### src/rtl/bist_engine.sv
// Scan BIST engine: LFSR pattern source, LOAD/CAPTURE/UNLOAD scan sequencing, serial MISR compaction.
// A run lasts PATTERNS*(CHAIN_LEN+1)+CHAIN_LEN+1 cycles from START to DONE; START is ignored while BUSY.
module bist_engine #(
   parameter int unsigned         LFSR_W    = 8,
   parameter logic [LFSR_W-1:0]   LFSR_POLY = 8'hB8,
   parameter logic [LFSR_W-1:0]   LFSR_SEED = 8'h01,
   parameter int unsigned         MISR_W    = 16,
   parameter logic [MISR_W-1:0]   MISR_POLY = 16'h1021,
   parameter int unsigned         CHAIN_LEN = 8,
   parameter int unsigned         PATTERNS  = 64,
   parameter logic [MISR_W-1:0]   GOLDEN    = '0
) (
   input  logic              CLK,
   input  logic              RST,
   input  logic              START,
   input  logic              SO,
   output logic              SI,
   output logic              SE,
   output logic              BUSY,
   output logic              DONE,
   output logic              PASS,
   output logic [MISR_W-1:0] SIGNATURE,
   output logic              SIGN
);
   localparam int BW = (CHAIN_LEN > 1) ? $clog2(CHAIN_LEN) : 1;
   localparam int PW = (PATTERNS > 1) ? $clog2(PATTERNS) : 1;
   localparam logic [BW-1:0] BIT_LAST = BW'(CHAIN_LEN - 1);
   localparam logic [PW-1:0] PAT_LAST = PW'(PATTERNS - 1);

   typedef enum logic [2:0] {IDLE, LOAD, CAPTURE, UNLOAD, COMPARE, FINISH} state_t;

   state_t            state_q, state_d;
   logic [LFSR_W-1:0] lfsr_q, lfsr_d;
   logic [MISR_W-1:0] misr_q, misr_d;
   logic [BW-1:0]     bit_cnt_q, bit_cnt_d;
   logic [PW-1:0]     pat_cnt_q, pat_cnt_d;
   logic              pass_q, pass_d;
   logic              start_acc, bit_last, pat_last, lfsr_adv, misr_adv;

   assign start_acc = START && ((state_q == IDLE) || (state_q == FINISH));
   assign bit_last  = (bit_cnt_q == BIT_LAST);
   assign pat_last  = (pat_cnt_q == PAT_LAST);

   always_ff @(posedge CLK or posedge RST) begin
      if (RST) state_q <= IDLE;
      else     state_q <= state_d;
   end

   always_comb begin
      state_d = state_q;
      case (state_q)
         IDLE, FINISH: if (START) state_d = LOAD;
         LOAD:         if (bit_last) state_d = CAPTURE;
         CAPTURE:      state_d = pat_last ? UNLOAD : LOAD;
         UNLOAD:       if (bit_last) state_d = COMPARE;
         COMPARE:      state_d = FINISH;
         default:      state_d = IDLE;
      endcase
   end

   // First-pattern LOAD shifts out uninitialised chain contents, so it is not compacted.
   always_comb begin
      SE       = 1'b0;
      BUSY     = 1'b0;
      DONE     = 1'b0;
      lfsr_adv = 1'b0;
      misr_adv = 1'b0;
      case (state_q)
         LOAD: begin
            SE       = 1'b1;
            BUSY     = 1'b1;
            lfsr_adv = 1'b1;
            misr_adv = (pat_cnt_q != '0);
         end
         CAPTURE, COMPARE: BUSY = 1'b1;
         UNLOAD: begin
            SE       = 1'b1;
            BUSY     = 1'b1;
            misr_adv = 1'b1;
         end
         FINISH:  DONE = 1'b1;
         default: ;
      endcase
   end

   always_comb begin
      lfsr_d    = lfsr_q;
      misr_d    = misr_q;
      bit_cnt_d = bit_cnt_q;
      pat_cnt_d = pat_cnt_q;
      pass_d    = pass_q;
      if (start_acc) begin
         lfsr_d    = LFSR_SEED;
         misr_d    = '0;
         bit_cnt_d = '0;
         pat_cnt_d = '0;
         pass_d    = 1'b0;
      end else begin
         if (lfsr_adv) lfsr_d = {lfsr_q[LFSR_W-2:0], ^(lfsr_q & LFSR_POLY)};
         if (misr_adv) misr_d = {misr_q[MISR_W-2:0], 1'b0}
                              ^ (misr_q[MISR_W-1] ? MISR_POLY : '0)
                              ^ MISR_W'(SO);
         if (SE) bit_cnt_d = bit_last ? '0 : bit_cnt_q + 1'b1;
         if (state_q == CAPTURE) pat_cnt_d = pat_cnt_q + 1'b1;
         if (state_q == COMPARE) pass_d = (misr_q == GOLDEN);
      end
   end

   always_ff @(posedge CLK or posedge RST) begin
      if (RST) begin
         lfsr_q    <= LFSR_SEED;
         misr_q    <= '0;
         bit_cnt_q <= '0;
         pat_cnt_q <= '0;
         pass_q    <= 1'b0;
      end else begin
         lfsr_q    <= lfsr_d;
         misr_q    <= misr_d;
         bit_cnt_q <= bit_cnt_d;
         pat_cnt_q <= pat_cnt_d;
         pass_q    <= pass_d;
      end
   end

   assign SI        = lfsr_q[0];
   assign PASS      = pass_q;
   assign SIGNATURE = misr_q;
   assign SIGN      = misr_q[MISR_W-1];
endmodule

### config.mk
export PLATFORM = sky130hd
export DESIGN_NAME = bist_engine
export DESIGN_NICKNAME = d
export VERILOG_FILES = /design/src/rtl/bist_engine.sv
export SDC_FILE = /design/constraint.sdc
export NUM_CORES = 1
export LEC_CHECK = 0
export ABC_CLOCK_PERIOD_IN_PS = 1900
export BUFFER_PORTS_ARGS = -buffer_cell sky130_fd_sc_hd__buf_4
export CAP_MARGIN = 20
export CORE_MARGIN = 2
export CORE_UTILIZATION = 50
export CTS_CLUSTER_DIAMETER = 30
export CTS_CLUSTER_SIZE = 8
export DETAILED_ROUTE_END_ITERATION = 10
export PLACE_DENSITY = 0.71
export SETUP_SLACK_MARGIN = 0.4
export SLEW_MARGIN = 20
export SYNTH_ARGS = -nofsm -noshare
export SYNTH_HDL_FRONTEND = slang
export SYNTH_SLANG_ARGS = --single-unit
### constraint.sdc
create_clock -name CLK -period 1.9 [get_ports CLK]
set_input_delay 0.38 -clock CLK [delete_from_list [all_inputs] [get_ports CLK]]
set_output_delay 0.38 -clock CLK [all_outputs]
set_load 0.1 [all_outputs]
==> results of run 1 <==
## how the worst max path moves through the flow
stage | start | end | cells after the start
global route | state_q[1]$_DFFE_PP0P_ | DONE | 3
global placement | state_q[1]$_DFFE_PP0P_ | SIGNATURE[4]$_DFFE_PP0P_ | 4
floorplan | state_q[1]$_DFFE_PP0P_ | DONE | 3
CTS | state_q[0]$_DFFE_PP0P_ | DONE | 4
finish | state_q[1]$_DFFE_PP0P_ | DONE | 3
detailed placement | state_q[1]$_DFFE_PP0P_ | SIGNATURE[7]$_DFFE_PP0P_ | 4
## through the flow
stage	setup WS (ns)	std cells	utilization, %
5_1_grt	0.1146	276	80.84
2_1_floorplan	0.07620	174	-
3_3_place_gp	0.3409	244	61.24
4_1_cts	0.1652	263	70.32
6_report	0.1431	276	80.84
3_5_place_dp	0.2915	244	61.24
## cells by family after synthesis
group	share of synthesized area (%)
simple gates	16.89
compound gates	16.26
flops	51.93
buf+inv	5.046
xor+xnor	5.886
fa+ha+maj	3.434
mux	0.5606
## layer usage
layer  wire, um  part of all wire (%)
met1       2186                    39
met2       2946                    53
met3        257                   4.6
met4        220                   3.9
met5          0                     0
## area by class of cell
| cell class | count | area [um^2] |
|---|---|---|
| multi-input cells | 120 | 1007 |
| flip-flops and latches | 37 | 932.1 |
| fillers | 184 | 649.4 |
| repair buffers | 58 | 603.1 |
| clock inverters | 3 | 68.82 |
| well taps | 46 | 57.56 |
| clock buffers | 5 | 37.54 |
| inverters | 7 | 33.78 |
## tightest hold or removal path, cell delays in order
cell	delay (ns)
buf_4	0.11
inv_1	0.04
buf_4	0.40
## timing repair
item | 4_1_cts | 5_1_grt
cloned | 1 | 2
endpoints found under the setup margin | 38 | 47
resized for setup | 32 | 61
pin swaps | 6 | 13
buffers inserted | 10 | 11
## placed cells by master, fill, tap and decap left out, drive strengths merged, types with 2 or more instances in the layout
cell type	count
a22o	11
clkbuf	5
buf	58
a211oi	2
a21oi	14
xor2	4
inv	7
nor2	13
a31oi	2
ha	4
o21ai	11
nand3	2
xnor2	8
a41o	2
nand4	3
bufinv	2
and4	2
nand2b	5
nor3	5
nand2	17
dfrtp	36
nor4	6
## sequential cells by signal, summed over array words and instances (netlist names)
signal     cells
SIGNATURE     16
lfsr_q         8
pat_cnt_q      6
bit_cnt_q      3
state_q        3
PASS           1
==> impl_metrics.py, run 1 <==
metrics = {
    "clock_tree": {
        "clkSlewWorstSetupHoldPaths_ns": 0.14,
        "clock_path_buffers": 2,
        "cts_hold_buf": 0,
        "cts_root_buf": "clkbuf_4",
        "cts_num_sinks": 37,
        "htree_levels": 2,
        "tritoncts": "done",
        "clock_latency_ns": 0.34,
        "cts_buffers": 5,
    },
    "synthesis": {
        "synth_top_flop_cell": "dfrtp_1",
        "seq_area_frac_synth_pct": 51.93,
        "yosysUniqueCellTypes": 37,
        "synth_commonest_cells": "dfrtp_1 (36), nand2_1 (17), a21oi_1 (14)",
        "syn-instance-count": 174,
        "netlist_top_cells_area": "dfrtp_1 (50%), a22o_1 (5.4%), a21oi_1 (3.9%), xnor2_1 (3.9%), nand2_1 (3.6%)",
        "synth_edf_count": 0,
        "synth-seq-cells": 37,
        "synth_top_area_cell": "dfrtp_1",
        "synth.most_common_cell": "dfrtp_1",
        "syn_area_um2": 1785,
        "synth_warnings": 0,
        "synth_fp_nets": 182,
        "synth_top_cell_area_share_pct": 50.46,
        "syn_avg_cell_area_um2": 10.26,
        "async_reset_ff_share_pct": 100.0,
    },
    "cells_and_area": {
        "drive_above_1_share_pct": 48.26,
        "area_growth_pct": 53.47,
        "nets": 237,
        "design_area_um2": 2740,
        "diodes": 0,
    },
    "grt": {
        "grt_overflow": 0,
        "top_usage_layer": "met2",
        "grt_start_max_net_pins": 38,
        "grt_pass1_wl_um": 6844,
        "antenna_found_initial": 0,
        "grt_use_total_pct": 22.01,
        "use_met3_pct": 5.634,
        "grt_pass1_vias": 1479,
        "grt_use_met1_pct": 25.41,
        "grt_use_met2_pct": 38.42,
    },
    "place": {
        "routabilityCongestion": 0.7507,
        "port_buffers": 25,
        "place.detailed.hpwl_um": 2555,
        "dpl-instance-area_um2": 2076,
    },
    "sta": {
        "period_minus_slack_ns": 1.757,
        "fin_crit_sh_pct": 92.47,
        "skew_ns": 0.01643,
        "holdWs_ns": 0.1284,
        "tightestPinTransition_ns": 0.4741,
        "max-slew-margin-rel_pct": 68.10,
        "finalHoldViolCount": 0,
        "setup_viol": 0,
        "fmax_mhz": 569.2,
        "fin_tns_setup_ns": 0,
        "finalMaxSlewViolations": 0,
        "rsz0062_at_grt": "yes",
    },
    "worst_setup_path": {
        "r2r_setup_slack_ns": 0.23,
        "cp_num_buf_inv": 2,
        "path_max_fanout": 4,
        "cp.required_ns": 1.52,
        "cp_top_family": "flip-flops",
        "slowest_delay_ns": 0.48,
        "r2r-start": "state_q[1]$_DFFE_PP0P_",
        "arrival_ns": 1.38,
        "rr_worst_depth": 7,
        "worstPathCellList": "buf_6 > nor3_4 > buf_12",
        "cp-end-kind": "output pin",
        "cp_slowest_cell": "dfrtp_2",
        "r2r-end": "SIGNATURE[15]$_DFFE_PP0P_",
        "start_kind": "flip-flop",
        "crit_type": "reg -> out",
    },
    "routing": {
        "dr.pass1.iters": 4,
        "drc": 0,
        "vias": 1672,
        "ant_nets": 0,
        "routed_wl_um": 5611,
        "vias_per_cell": 6.058,
        "wl_per_cell_um": 20.33,
        "drt_iter0_markers": 156,
    },
    "die": {
        "fp.dieArea_um2": 4065,
        "coreArea_um2": 3390,
        "start_util_pct": 52.68,
        "rows": 21,
        "ioPinCount": 26,
        "die_width_um": 63.76,
        "die_h_um": 63.76,
    },
    "outcome": {
        "outcome": "complete, no violations",
    },
    "hold_path": {
        "hold_path.class": "in -> async",
    },
    "flow_run": {
        "cap_violations": 0,
    },
}
Power of run 1 is not shown: default switching activity piles up to over one toggle a cycle in this logic, so the estimate is an artifact.
==> run 2: changes to the inputs <==
--- a/config.mk
+++ b/config.mk
@@ -5,7 +5,7 @@
 export SDC_FILE = /design/constraint.sdc
 export NUM_CORES = 1
 export LEC_CHECK = 0
-export ABC_CLOCK_PERIOD_IN_PS = 1900
+export ABC_CLOCK_PERIOD_IN_PS = 2200
 export BUFFER_PORTS_ARGS = -buffer_cell sky130_fd_sc_hd__buf_4
 export CAP_MARGIN = 20
 export CORE_MARGIN = 2
@@ -13,6 +13,7 @@
 export CTS_CLUSTER_DIAMETER = 30
 export CTS_CLUSTER_SIZE = 8
 export DETAILED_ROUTE_END_ITERATION = 10
+export GPL_ROUTABILITY_DRIVEN = 0
 export PLACE_DENSITY = 0.71
 export SETUP_SLACK_MARGIN = 0.4
 export SLEW_MARGIN = 20
==> constraint.sdc (replaced) <==
create_clock -name CLK -period 2.2 [get_ports CLK]
set_input_delay 0.44 -clock CLK [delete_from_list [all_inputs] [get_ports CLK]]
set_output_delay 0.44 -clock CLK [all_outputs]
set_load 0.1 [all_outputs]
==> run 2 against run 1 <==
Clock-buffer cell count up 1. Critical path depth unchanged. Via count down 15%. Die area unchanged. Register-to-register slack better by 0.25 ns. Worst setup slack better by 0.28 ns. Non-clock buffer count down 20. Largest cell class is now registers.
==> impl_metrics.py, run 2 (synthesis results as in run 1) <==
metrics = {
    "outcome": {
        "outcome": "complete, no violations",
    },
    "cells_and_area": {
        "fillers": 269,
        "largest_reg_flops": 16,
        "nets": 216,
        "area_growth_pct": 25.37,
        "final_cell_mix": "buf_4 (34), dfrtp_1 (33), nand2_1 (17)",
        "final_common_cell": "buf_4",
        "ff_latch_area_um2": 930.9,
        "drive_above_1_share_pct": 29.67,
        "diodes": 0,
        "multi_input_comb_area_um2": 810.8,
    },
    "worst_setup_path": {
        "start_kind": "flip-flop",
        "path_max_fanout": 5,
        "arrival_ns": 1.34,
        "cp.required_ns": 1.76,
        "critPathLaunch": "state_q[1]$_DFFE_PP0P_",
        "crit_type": "reg -> out",
        "cp-end-kind": "output pin",
        "r2r-start": "state_q[1]$_DFFE_PP0P_",
    },
    "clock_tree": {
        "cts_buffers": 5,
        "htree_levels": 2,
        "cts_hold_buf": 0,
        "cts_num_sinks": 37,
        "clock_path_buffers": 2,
        "cts_root_buf": "clkbuf_4",
        "clkSlewWorstSetupHoldPaths_ns": 0.11,
        "tritoncts": "done",
        "clock_latency_ns": 0.35,
    },
    "place": {
        "place.detailed.hpwl_um": 2503,
        "port_buffers": 25,
    },
    "grt": {
        "grt_use_total_pct": 20.20,
        "antenna_found_initial": 0,
        "grt_overflow": 0,
        "grt_pass1_wl_um": 6334,
        "grt_pass1_vias": 1362,
        "grt_start_max_net_pins": 38,
    },
    "sta": {
        "finalHoldViolCount": 0,
        "tightestPinTransition_ns": 0.5691,
        "rsz0062_at_grt": "yes",
        "max-slew-margin-rel_pct": 61.92,
        "finalMaxSlewViolations": 0,
        "period_minus_slack_ns": 1.775,
        "setup_viol": 0,
        "fmax_mhz": 563.2,
        "fin_crit_sh_pct": 80.70,
        "fin_tns_setup_ns": 0,
        "skew_ns": 0.01159,
    },
    "routing": {
        "wl_per_cell_um": 15.33,
        "drt_iter0_markers": 126,
        "dr.pass1.iters": 4,
        "drc": 0,
        "vias_per_cell": 5.549,
        "routed_wl_um": 3908,
        "ant_nets": 0,
        "vias": 1415,
    },
    "die": {
        "rows": 21,
        "start_util_pct": 52.68,
        "coreArea_um2": 3390,
        "ioPinCount": 26,
        "fp.dieArea_um2": 4065,
        "die_width_um": 63.76,
        "die_h_um": 63.76,
    },
    "flow_run": {
        "cap_violations": 0,
    },
    "hold_path": {
        "hold_path.class": "in -> async",
    },
}
-- run 2: cell count changes in the layout (fill, tap and decap cells not counted), moves of 4 or more --
cell / delta
buf_6: -23
a21oi_1: +9
a21oi_2: -9
buf_4: +7
nor2_1: +5
nand2b_4: -4
nor2_4: -4
-- run 2: cell type report --
cell class	instances	share of cell area, %
Multi-Input combinational cell	119	36.22
Sequential cell	37	41.59
Tap cell	46	2.571
Inverter	7	1.286
Clock buffer	6	2.292
Timing Repair Buffer	38	14.37
Clock inverter	2	1.677
-- run 2: worst paths after layout --
path                                             to  slack [ns]  cells past startpoint
min reg2reg                   lfsr_q[7]$_DFFE_PP0P_        0.53                      2
max                                            BUSY        0.42                      3
min                        SIGNATURE[8]$_DFFE_PP0P_        0.18                      3
min in group CLK           SIGNATURE[0]$_DFFE_PP0P_        0.39                      3
max reg2reg                SIGNATURE[6]$_DFFE_PP0P_        0.48                      4
max in group asynchronous    state_q[0]$_DFFE_PP0P_        1.67                      3
-- run 2: what timing repair did --
| action | CTS | global route |
|---|---|---|
| endpoints found under the hold margin | 0 | 0 |
| gates resized for setup | 10 | 5 |
| endpoints found under the setup margin | 3 | 12 |
| pin swaps | 0 | 2 |
| setup buffers | 2 | 6 |
-- run 2: worst max-delay path: stages (launching register included) --
cell and delay (ns):
dfrtp_2 0.48, nor2_4 0.18, xnor2_4 0.14, buf_12 0.19
-- run 2: routing by layer --
layer / up-vias / routed length, um / global-route usage (%)
li1: 680 / - / -
met1: 681 / 1694 / 27.10
met2: 42 / 1945 / 31.58
met3: 12 / 164 / 3.697
met4: 0 / 105 / 10.05
met5: - / 0 / 0
-- run 2: through the flow --
| stage | utilization [%] | cells | hold slack (ns) | area [um^2] | setup slack, ns |
|---|---|---|---|---|---|
| 5_1_grt | 66.04 | 255 | 0.2179 | 2238 | 0.3850 |
| 3_5_place_dp | 60.06 | 239 | 0.5158 | 2036 | 0.4640 |
| 6_report | 66.04 | 255 | 0.1810 | 2238 | 0.4245 |
| 2_1_floorplan | - | 174 | 0.4927 | 1827 | 0.2906 |
| 3_3_place_gp | 60.06 | 239 | 0.5010 | 2036 | 0.4876 |
| 4_1_cts | 64.16 | 249 | 0.1912 | 2175 | 0.3426 |
Power of run 2 is left out for the same reason.
